===== src/rtl/alu_seq.sv =====
// alu_seq -- execute-stage ALU with handshake, registered CCR and an
// optional sequential shift-add multiplier.
//
// Build option: define ALU_MUL_EN to include the MUL opcode (10) and its
// multi-cycle FSM. Without it, opcode 10 is a reserved 1-cycle op, busy and
// result_hi are tied to 0, and in_ready is constant 1.
//
// Ports
//   clk, rst_n        clock, asynchronous active-low reset
//   in_valid/in_ready request handshake; in_ready = !busy
//   op, dst, src      opcode and operands
//   flag_wen          let this op's flags load the CCR on completion
//   ccr_wr/ccr_wdata  direct CCR load; beats a same-edge flag update
//   result/result_hi  registered result (low/high half of the MUL product)
//   out_valid         one-cycle pulse per completed op
//   ccr               {C,V,N,Z}
//   busy              multiplier running
module alu_seq #(
  parameter int WIDTH   = 16,
  parameter int SHAMT_W = $clog2(WIDTH) + 1
) (
  input  logic             clk,
  input  logic             rst_n,
  input  logic             in_valid,
  output logic             in_ready,
  input  logic [3:0]       op,
  input  logic [WIDTH-1:0] src,
  input  logic [WIDTH-1:0] dst,
  input  logic             flag_wen,
  input  logic             ccr_wr,
  input  logic [3:0]       ccr_wdata,
  output logic [WIDTH-1:0] result,
  output logic [WIDTH-1:0] result_hi,
  output logic             out_valid,
  output logic [3:0]       ccr,
  output logic             busy
);

  localparam int MSB = WIDTH - 1;

  localparam logic [3:0] OP_NOP = 4'd0;
  localparam logic [3:0] OP_ADD = 4'd1;
  localparam logic [3:0] OP_SUB = 4'd2;
  localparam logic [3:0] OP_AND = 4'd3;
  localparam logic [3:0] OP_OR  = 4'd4;
  localparam logic [3:0] OP_NOT = 4'd5;
  localparam logic [3:0] OP_INC = 4'd6;
  localparam logic [3:0] OP_DEC = 4'd7;
  localparam logic [3:0] OP_SHL = 4'd8;
  localparam logic [3:0] OP_SHR = 4'd9;
`ifdef ALU_MUL_EN
  localparam logic [3:0] OP_MUL = 4'd10;
`endif

  logic accept;
  assign accept = in_valid && in_ready;

  // ---------------- single-cycle datapath ----------------
  logic [SHAMT_W-1:0] amt;
  logic [WIDTH-1:0]   opb;
  logic [WIDTH:0]     wide;
  logic [WIDTH-1:0]   ex_res;
  logic               ex_c, ex_v, ex_upd;
  logic [3:0]         ex_flags;

  assign amt = src[SHAMT_W-1:0];
  // INC/DEC reuse the adder/subtractor with a constant 1 operand
  assign opb = (op == OP_INC || op == OP_DEC) ? WIDTH'(1) : src;

  always_comb begin
    ex_res = '0;
    ex_c   = 1'b0;
    ex_v   = 1'b0;
    ex_upd = 1'b1;
    wide   = '0;
    case (op)
      OP_NOP: begin
        ex_res = dst;
        ex_upd = 1'b0;
      end
      OP_ADD, OP_INC: begin
        wide   = {1'b0, dst} + {1'b0, opb};
        ex_res = wide[MSB:0];
        ex_c   = wide[WIDTH];
        ex_v   = (dst[MSB] == opb[MSB]) && (ex_res[MSB] != dst[MSB]);
      end
      OP_SUB, OP_DEC: begin
        // bit WIDTH of the extended difference is the borrow
        wide   = {1'b0, dst} - {1'b0, opb};
        ex_res = wide[MSB:0];
        ex_c   = wide[WIDTH];
        ex_v   = (dst[MSB] != opb[MSB]) && (ex_res[MSB] != dst[MSB]);
      end
      OP_AND: ex_res = dst & src;
      OP_OR:  ex_res = dst | src;
      OP_NOT: ex_res = ~dst;
      OP_SHL, OP_SHR: begin
        if (amt == '0) begin
          ex_res = dst;
        end else if (32'(amt) >= WIDTH) begin
          ex_res = '0;
        end else if (op == OP_SHL) begin
          // extra top bit catches the last bit shifted out
          wide   = {1'b0, dst} << amt;
          ex_res = wide[MSB:0];
          ex_c   = wide[WIDTH];
        end else begin
          wide   = {dst, 1'b0} >> amt;
          ex_res = wide[WIDTH:1];
          ex_c   = wide[0];
        end
      end
      default: begin
        ex_res = '0;
        ex_upd = 1'b0;
      end
    endcase
  end

  assign ex_flags = {ex_c, ex_v, ex_res[MSB], (ex_res == '0)};

  // ---------------- multiplier ----------------
  logic                 start_mul;
  logic                 mul_last;
  logic                 mul_fwen;
  logic [2*WIDTH-1:0]   acc_nxt;
  logic [3:0]           mul_flags;

`ifdef ALU_MUL_EN
  localparam int CNT_W = $clog2(WIDTH);

  typedef enum logic {S_IDLE, S_MUL} state_t;
  state_t state, state_nxt;

  logic [2*WIDTH-1:0] mcand;
  logic [WIDTH-1:0]   mplier;
  logic [2*WIDTH-1:0] acc;
  logic [CNT_W-1:0]   cnt;
  logic [WIDTH-1:0]   mul_hi;

  assign start_mul = accept && (op == OP_MUL);
  assign mul_last  = (state == S_MUL) && (cnt == CNT_W'(WIDTH - 1));
  assign busy      = (state == S_MUL);

  always_ff @(posedge clk or negedge rst_n) begin
    if (!rst_n) state <= S_IDLE;
    else        state <= state_nxt;
  end

  always_comb begin
    state_nxt = state;
    case (state)
      S_IDLE:  if (start_mul) state_nxt = S_MUL;
      S_MUL:   if (mul_last)  state_nxt = S_IDLE;
      default: state_nxt = S_IDLE;
    endcase
  end

  // one partial product per cycle; the final step's sum is the product
  assign acc_nxt   = acc + (mplier[0] ? mcand : '0);
  assign mul_hi    = acc_nxt[2*WIDTH-1:WIDTH];
  assign mul_flags = {(|mul_hi), (|mul_hi), acc_nxt[MSB], (acc_nxt == '0)};

  always_ff @(posedge clk or negedge rst_n) begin
    if (!rst_n) begin
      mcand    <= '0;
      mplier   <= '0;
      acc      <= '0;
      cnt      <= '0;
      mul_fwen <= 1'b0;
    end else if (start_mul) begin
      mcand    <= {{WIDTH{1'b0}}, dst};
      mplier   <= src;
      acc      <= '0;
      cnt      <= '0;
      mul_fwen <= flag_wen;
    end else if (state == S_MUL) begin
      acc    <= acc_nxt;
      mcand  <= {mcand[2*WIDTH-2:0], 1'b0};
      mplier <= {1'b0, mplier[MSB:1]};
      cnt    <= cnt + 1'b1;
    end
  end
`else
  assign start_mul = 1'b0;
  assign mul_last  = 1'b0;
  assign mul_fwen  = 1'b0;
  assign acc_nxt   = '0;
  assign mul_flags = 4'h0;
  assign busy      = 1'b0;
`endif

  assign in_ready = !busy;

  // ---------------- result / CCR registers ----------------
  always_ff @(posedge clk or negedge rst_n) begin
    if (!rst_n) begin
      result    <= '0;
      result_hi <= '0;
      out_valid <= 1'b0;
      ccr       <= 4'h0;
    end else begin
      out_valid <= 1'b0;
      if (mul_last) begin
        result    <= acc_nxt[MSB:0];
        result_hi <= acc_nxt[2*WIDTH-1:WIDTH];
        out_valid <= 1'b1;
        if (mul_fwen) ccr <= mul_flags;
      end else if (accept && !start_mul) begin
        result    <= ex_res;
        result_hi <= '0;
        out_valid <= 1'b1;
        if (flag_wen && ex_upd) ccr <= ex_flags;
      end
      // direct load overrides any same-edge flag update
      if (ccr_wr) ccr <= ccr_wdata;
    end
  end

endmodule


===== config.mk =====
export PLATFORM = sky130hd
export DESIGN_NAME = alu_seq
export DESIGN_NICKNAME = d
export VERILOG_FILES = /design/src/rtl/alu_seq.sv
export SDC_FILE = /design/constraint.sdc
export NUM_CORES = 1
export LEC_CHECK = 0
export CAP_MARGIN = 20
export CORE_MARGIN = 1.5
export CORE_UTILIZATION = 61
export DETAILED_ROUTE_END_ITERATION = 10
export PLACE_DENSITY = 0.95
export SLEW_MARGIN = 10
export SYNTH_ARGS = -nofsm -noshare
export SYNTH_HDL_FRONTEND = slang
export SYNTH_SLANG_ARGS = --single-unit

===== constraint.sdc =====
create_clock -name clk -period 2.2 [get_ports clk]
set_input_delay 0.22 -clock clk [delete_from_list [all_inputs] [get_ports clk]]
set_output_delay 0.22 -clock clk [all_outputs]
set_load 0.05 [all_outputs]

==> results of run 1 <==
## cell families after synthesis
family,synth area share
compound gates,0.329
simple gates,0.213
buf+inv,0.101
mux,0.160
fa+ha+maj,0.0923
flops,0.0988
xor+xnor,0.00494
other cells,0.00141
## synthesized netlist by cell type, types with 6 or more instances
master and number:
a211oi_1 10, a21o_1 8, a21oi_1 79, a221oi_1 9, a22oi_1 7, a31oi_1 8
buf_2 11, buf_4 18, clkbuf_1 46, dfrtp_1 21, ha_1 36, inv_1 34
mux2_2 26, mux2i_1 22, mux4_2 15, nand2_1 64, nand2b_1 11, nand3_1 6
nand4_1 9, nor2_1 77, nor2b_1 6, nor3_1 21, o211ai_1 7, o21a_1 6
o21ai_0 28, o221ai_1 7, o22ai_1 18, o31ai_1 9, o32ai_1 7
## stage by stage
step | instances | worst slack (ns) | TNS [ns] | hold WS (ns) | cell area, sq um
global placement | 1051 | -1.26 | -18.81 | 0.493 | 7720
floorplan | 751 | -0.916 | -9.69 | -0.0756 | 5860
detailed placement | 1051 | -1.60 | -23.21 | 0.524 | 7720
==> impl_metrics.json, run 1 <==
{
  "outcome": "stopped before the end",
  "stop_stage": "clock tree synthesis",
  "error_message": "[ERROR DPL-0038] Utilization greater than 100%, impossible to legalize",
  "synth-seq-area-share": 0.0988,
  "syn-instance-count": 735,
  "start_util": 0.637,
  "ys_warn_count": 0,
  "ys.flop_type": "dfrtp_1",
  "hpwl_microns": 21500,
  "synthTopCellsByArea": "dfrtp_1 9.9%, ha_1 8.5%, a21oi_1 7.4%",
  "syn_area_sq_um": 5320,
  "post-cts-setup-buffer-count": 31,
  "postCtsHoldBufs": 0,
  "cts-root-buf": "clkbuf_8",
  "synth_top_area_share": 0.0988,
  "io_pins": 84,
  "row_count": 33,
  "ys_seq_elements": 21,
  "avgSynthCellArea_sq_um": 7.23,
  "yosys.area.top_type": "dfrtp_1",
  "synth.distinct_cells": 78,
  "die_x_microns": 96.4,
  "clock_sinks": 21,
  "port_buffers": 65,
  "synth_edf_count": 0,
  "htree_levels": 1,
  "cts_buffers": 3,
  "cts.repair.resized": 142,
  "gp_congestion": 1.15,
  "async_reset_ff_frac": 1.00,
  "die_y_microns": 96.4,
  "clockBufferDepth": 2
}
==> inputs of run 2 (changes only) <==
--- a/config.mk
+++ b/config.mk
@@ -7,9 +7,9 @@
 export LEC_CHECK = 0
 export CAP_MARGIN = 20
 export CORE_MARGIN = 1.5
-export CORE_UTILIZATION = 61
+export CORE_UTILIZATION = 40
 export DETAILED_ROUTE_END_ITERATION = 10
-export PLACE_DENSITY = 0.95
+export PLACE_DENSITY_LB_ADDON = 0.15
 export SLEW_MARGIN = 10
 export SYNTH_ARGS = -nofsm -noshare
 export SYNTH_HDL_FRONTEND = slang
==> run 2 against run 1 <==
The flow now finishes, with violations (negative setup slack). Synthesized cell count unchanged. Synthesized area unchanged.
==> impl_metrics.json, run 2 <==
{
  "fmax_mhz": 339,
  "row_count": 41,
  "final-max-slew-violation-count": 0,
  "critPathRequiredTime_ns": 2.35,
  "ys_warn_count": 0,
  "finalCritPeriodShare": 1.34,
  "yosys.cell_count.top_type": "a21oi_1",
  "synth.distinct_cells": 78,
  "hold_viol_final": 0,
  "drc": 0,
  "drive_gt1_frac": 0.463,
  "synth_top_area_share": 0.0988,
  "start_util": 0.416,
  "fill_cells": 1009,
  "drt_wl_total_microns": 25400,
  "final_antenna_net_count": 0,
  "cts_tree": "done",
  "finalSetupTns_ns": -7.98,
  "finClkSkew_ns": 0,
  "avgSynthCellArea_sq_um": 7.23,
  "relSlewSlack": 0.645,
  "setup_viol": 17,
  "clk_latency_ns": 0.26,
  "vias_per_cell": 6.13,
  "final_cells": 1177,
  "clockBufferDepth": 2,
  "yosys.area.top_type": "dfrtp_1",
  "cp.arrival_ns": 3.10,
  "leakage_nw": 3.91,
  "top_register": "result",
  "die-area_sq_um": 14000,
  "peakVddDrop_uv": 329,
  "grt_max_degree": 32,
  "syn_area_sq_um": 5320,
  "wire_per_inst_microns": 21.6,
  "dpl.cell_count": 1143,
  "areaGrowthSynthToFinish_pct": 70.7,
  "io_pins": 84,
  "htree_levels": 1,
  "async_reset_ff_frac": 1.00,
  "postCtsHoldBufs": 0,
  "postPlaceCellArea_sq_um": 8020,
  "outcome": "complete, but fails checks",
  "yosys-top-cells-count": "79 x a21oi_1, 77 x nor2_1, 64 x nand2_1",
  "grt_pass1_wl_microns": 38600,
  "critPathCaptureType": "register",
  "die_x_microns": 118,
  "die_y_microns": 118,
  "hpwl_microns": 19600,
  "final_nets": 1089,
  "clk_pin_slew_ns": 0.06,
  "final_common_cell": "buf_4",
  "worstSetupPathType": "in2reg",
  "cp_max_fo": 6,
  "synth-seq-area-share": 0.0988,
  "worst_slew_pin_slew_ns": 0.530,
  "cts-root-buf": "clkbuf_16",
  "syn-instance-count": 735,
  "drt_iter0_drc": 705,
  "hold_class": "in2async",
  "clock_sinks": 21,
  "port_buffers": 65,
  "powerDensity_nw_per_um2": 387,
  "start_kind": "primary input",
  "synthTopCellsByArea": "dfrtp_1 9.9%, ha_1 8.5%, a21oi_1 7.4%",
  "rsz0062_at_grt": "yes",
  "synth_edf_count": 0,
  "gp_congestion": 0.978,
  "cts_buffers": 3,
  "fin_ws_ns": -0.750,
  "grtUsageTotal": 0.348,
  "coreArea_sq_um": 12800,
  "ys_seq_elements": 21,
  "maxCapViolCount": 0,
  "total_power_mw": 3.51,
  "grt_pass1_vias": 6888,
  "violations": "negative setup slack",
  "via_count": 7220,
  "largest_reg_flops": 16,
  "diodes": 0,
  "ys.flop_type": "dfrtp_1",
  "period_needed_ns": 2.95,
  "mostFrequentLayoutCells": "240 x buf_4, 71 x nor2_1, 60 x a21oi_1",
  "final_area_sq_um": 9070,
  "antenna_found_initial": 0,
  "gr-total-overflow": 0,
  "top_regs": "result x16, ccr x4, out_valid x1",
  "dr.pass1.iters": 5
}
## run 2: cell counts after synthesis
Identical to the previous run, type by type.
## run 2: what timing repair did
| item | 4_1_cts | 5_1_grt |
|---|---|---|
| pin swaps | 58 | 51 |
| resized for setup | 140 | 69 |
| gates cloned | 1 | 0 |
| hold endpoints to repair | 0 | 0 |
| buffers inserted | 21 | 11 |
| endpoints found under the setup margin | 20 | 20 |
## run 2: path summary, 6_finish.rpt
kind                                             start                     end  slack, ns  cells after the start
worst max-delay path                             op[1]      ccr[1]$_DFFE_PN0P_      -0.75                     16
worst min-delay path                             rst_n   result[6]$_DFFE_PN0P_       0.31                      2
worst max register to register      ccr[1]$_DFFE_PN0P_      ccr[1]$_DFFE_PN0P_       1.31                      3
worst min register to register  result[11]$_DFFE_PN0P_  result[11]$_DFFE_PN0P_       0.51                      1
max in group asynchronous                        rst_n   result[5]$_DFFE_PN0P_       1.67                      2
min in group clk                result[11]$_DFFE_PN0P_  result[11]$_DFFE_PN0P_       0.51                      1
## run 2: area by class of cell
| cell class | count | area (sq um) | share of cell area |
|---|---|---|---|
| clock buffers | 3 | 75.1 | 0.00827 |
| clock inverters | 1 | 5.00 | 0.000552 |
| inverters | 37 | 141 | 0.0156 |
| multi-input cells | 612 | 5320 | 0.586 |
| flip-flops and latches | 21 | 526 | 0.0579 |
| well taps | 172 | 215 | 0.0237 |
| repair buffers | 331 | 2800 | 0.308 |
## run 2: through the flow
step	setup WS (ns)	utilization	hold slack (ns)
6_report	-0.750	0.710	0.310
5_1_grt	-0.843	0.710	0.336
4_1_cts	-0.671	0.678	0.312
3_5_place_dp	-1.50	0.627	0.499
3_3_place_gp	-1.35	0.627	0.492
2_1_floorplan	-0.916	-	-0.0756
## run 2: cell families (layout without fill, tap and decap cells)
group	Yosys count	count (layout)	synth area share
and+or+nand+nor	231	232	0.213
adders and majority gates	38	38	0.0923
buffers and inverters	119	372	0.101
AOI/OAI and AO/OA	258	258	0.329
xor gates and xnor gates	3	3	0.00494
DFF	21	21	0.0988
other	2	18	0.00141
muxes	63	63	0.160
## run 2: power by group
part / internal (mW) / switching, mW
Combinational: 1.20 / 1.44
Sequential: 0.443 / 0.0339
Clock: 0.245 / 0.151
Total: 1.88 / 1.63
## run 2: critical path: stages
cell,delay (ns)
buf_6,0.09
nor2b_4,0.15
nand2_8,0.10
buf_8,0.13
nand2_4,0.06
ha_4,0.34
nand4_1,0.22
a2111oi_4,0.33
buf_4,0.21
o41ai_4,0.10
o41ai_2,0.32
o21ai_1,0.13
mux2i_1,0.15
o211a_1,0.19
mux2i_1,0.07
mux2_4,0.26
## run 2: per-layer routing
| layer | vias up | global-route usage | wire length, microns |
|---|---|---|---|
| met2 | 397 | 0.561 | 11600 |
| met4 | 0 | 0.0938 | 894 |
| li1 | 3284 | - | - |
| met5 | - | 0 | 0 |
| met1 | 3474 | 0.482 | 10700 |
| met3 | 65 | 0.0531 | 2140 |
(Power assumes the default switching activity.)
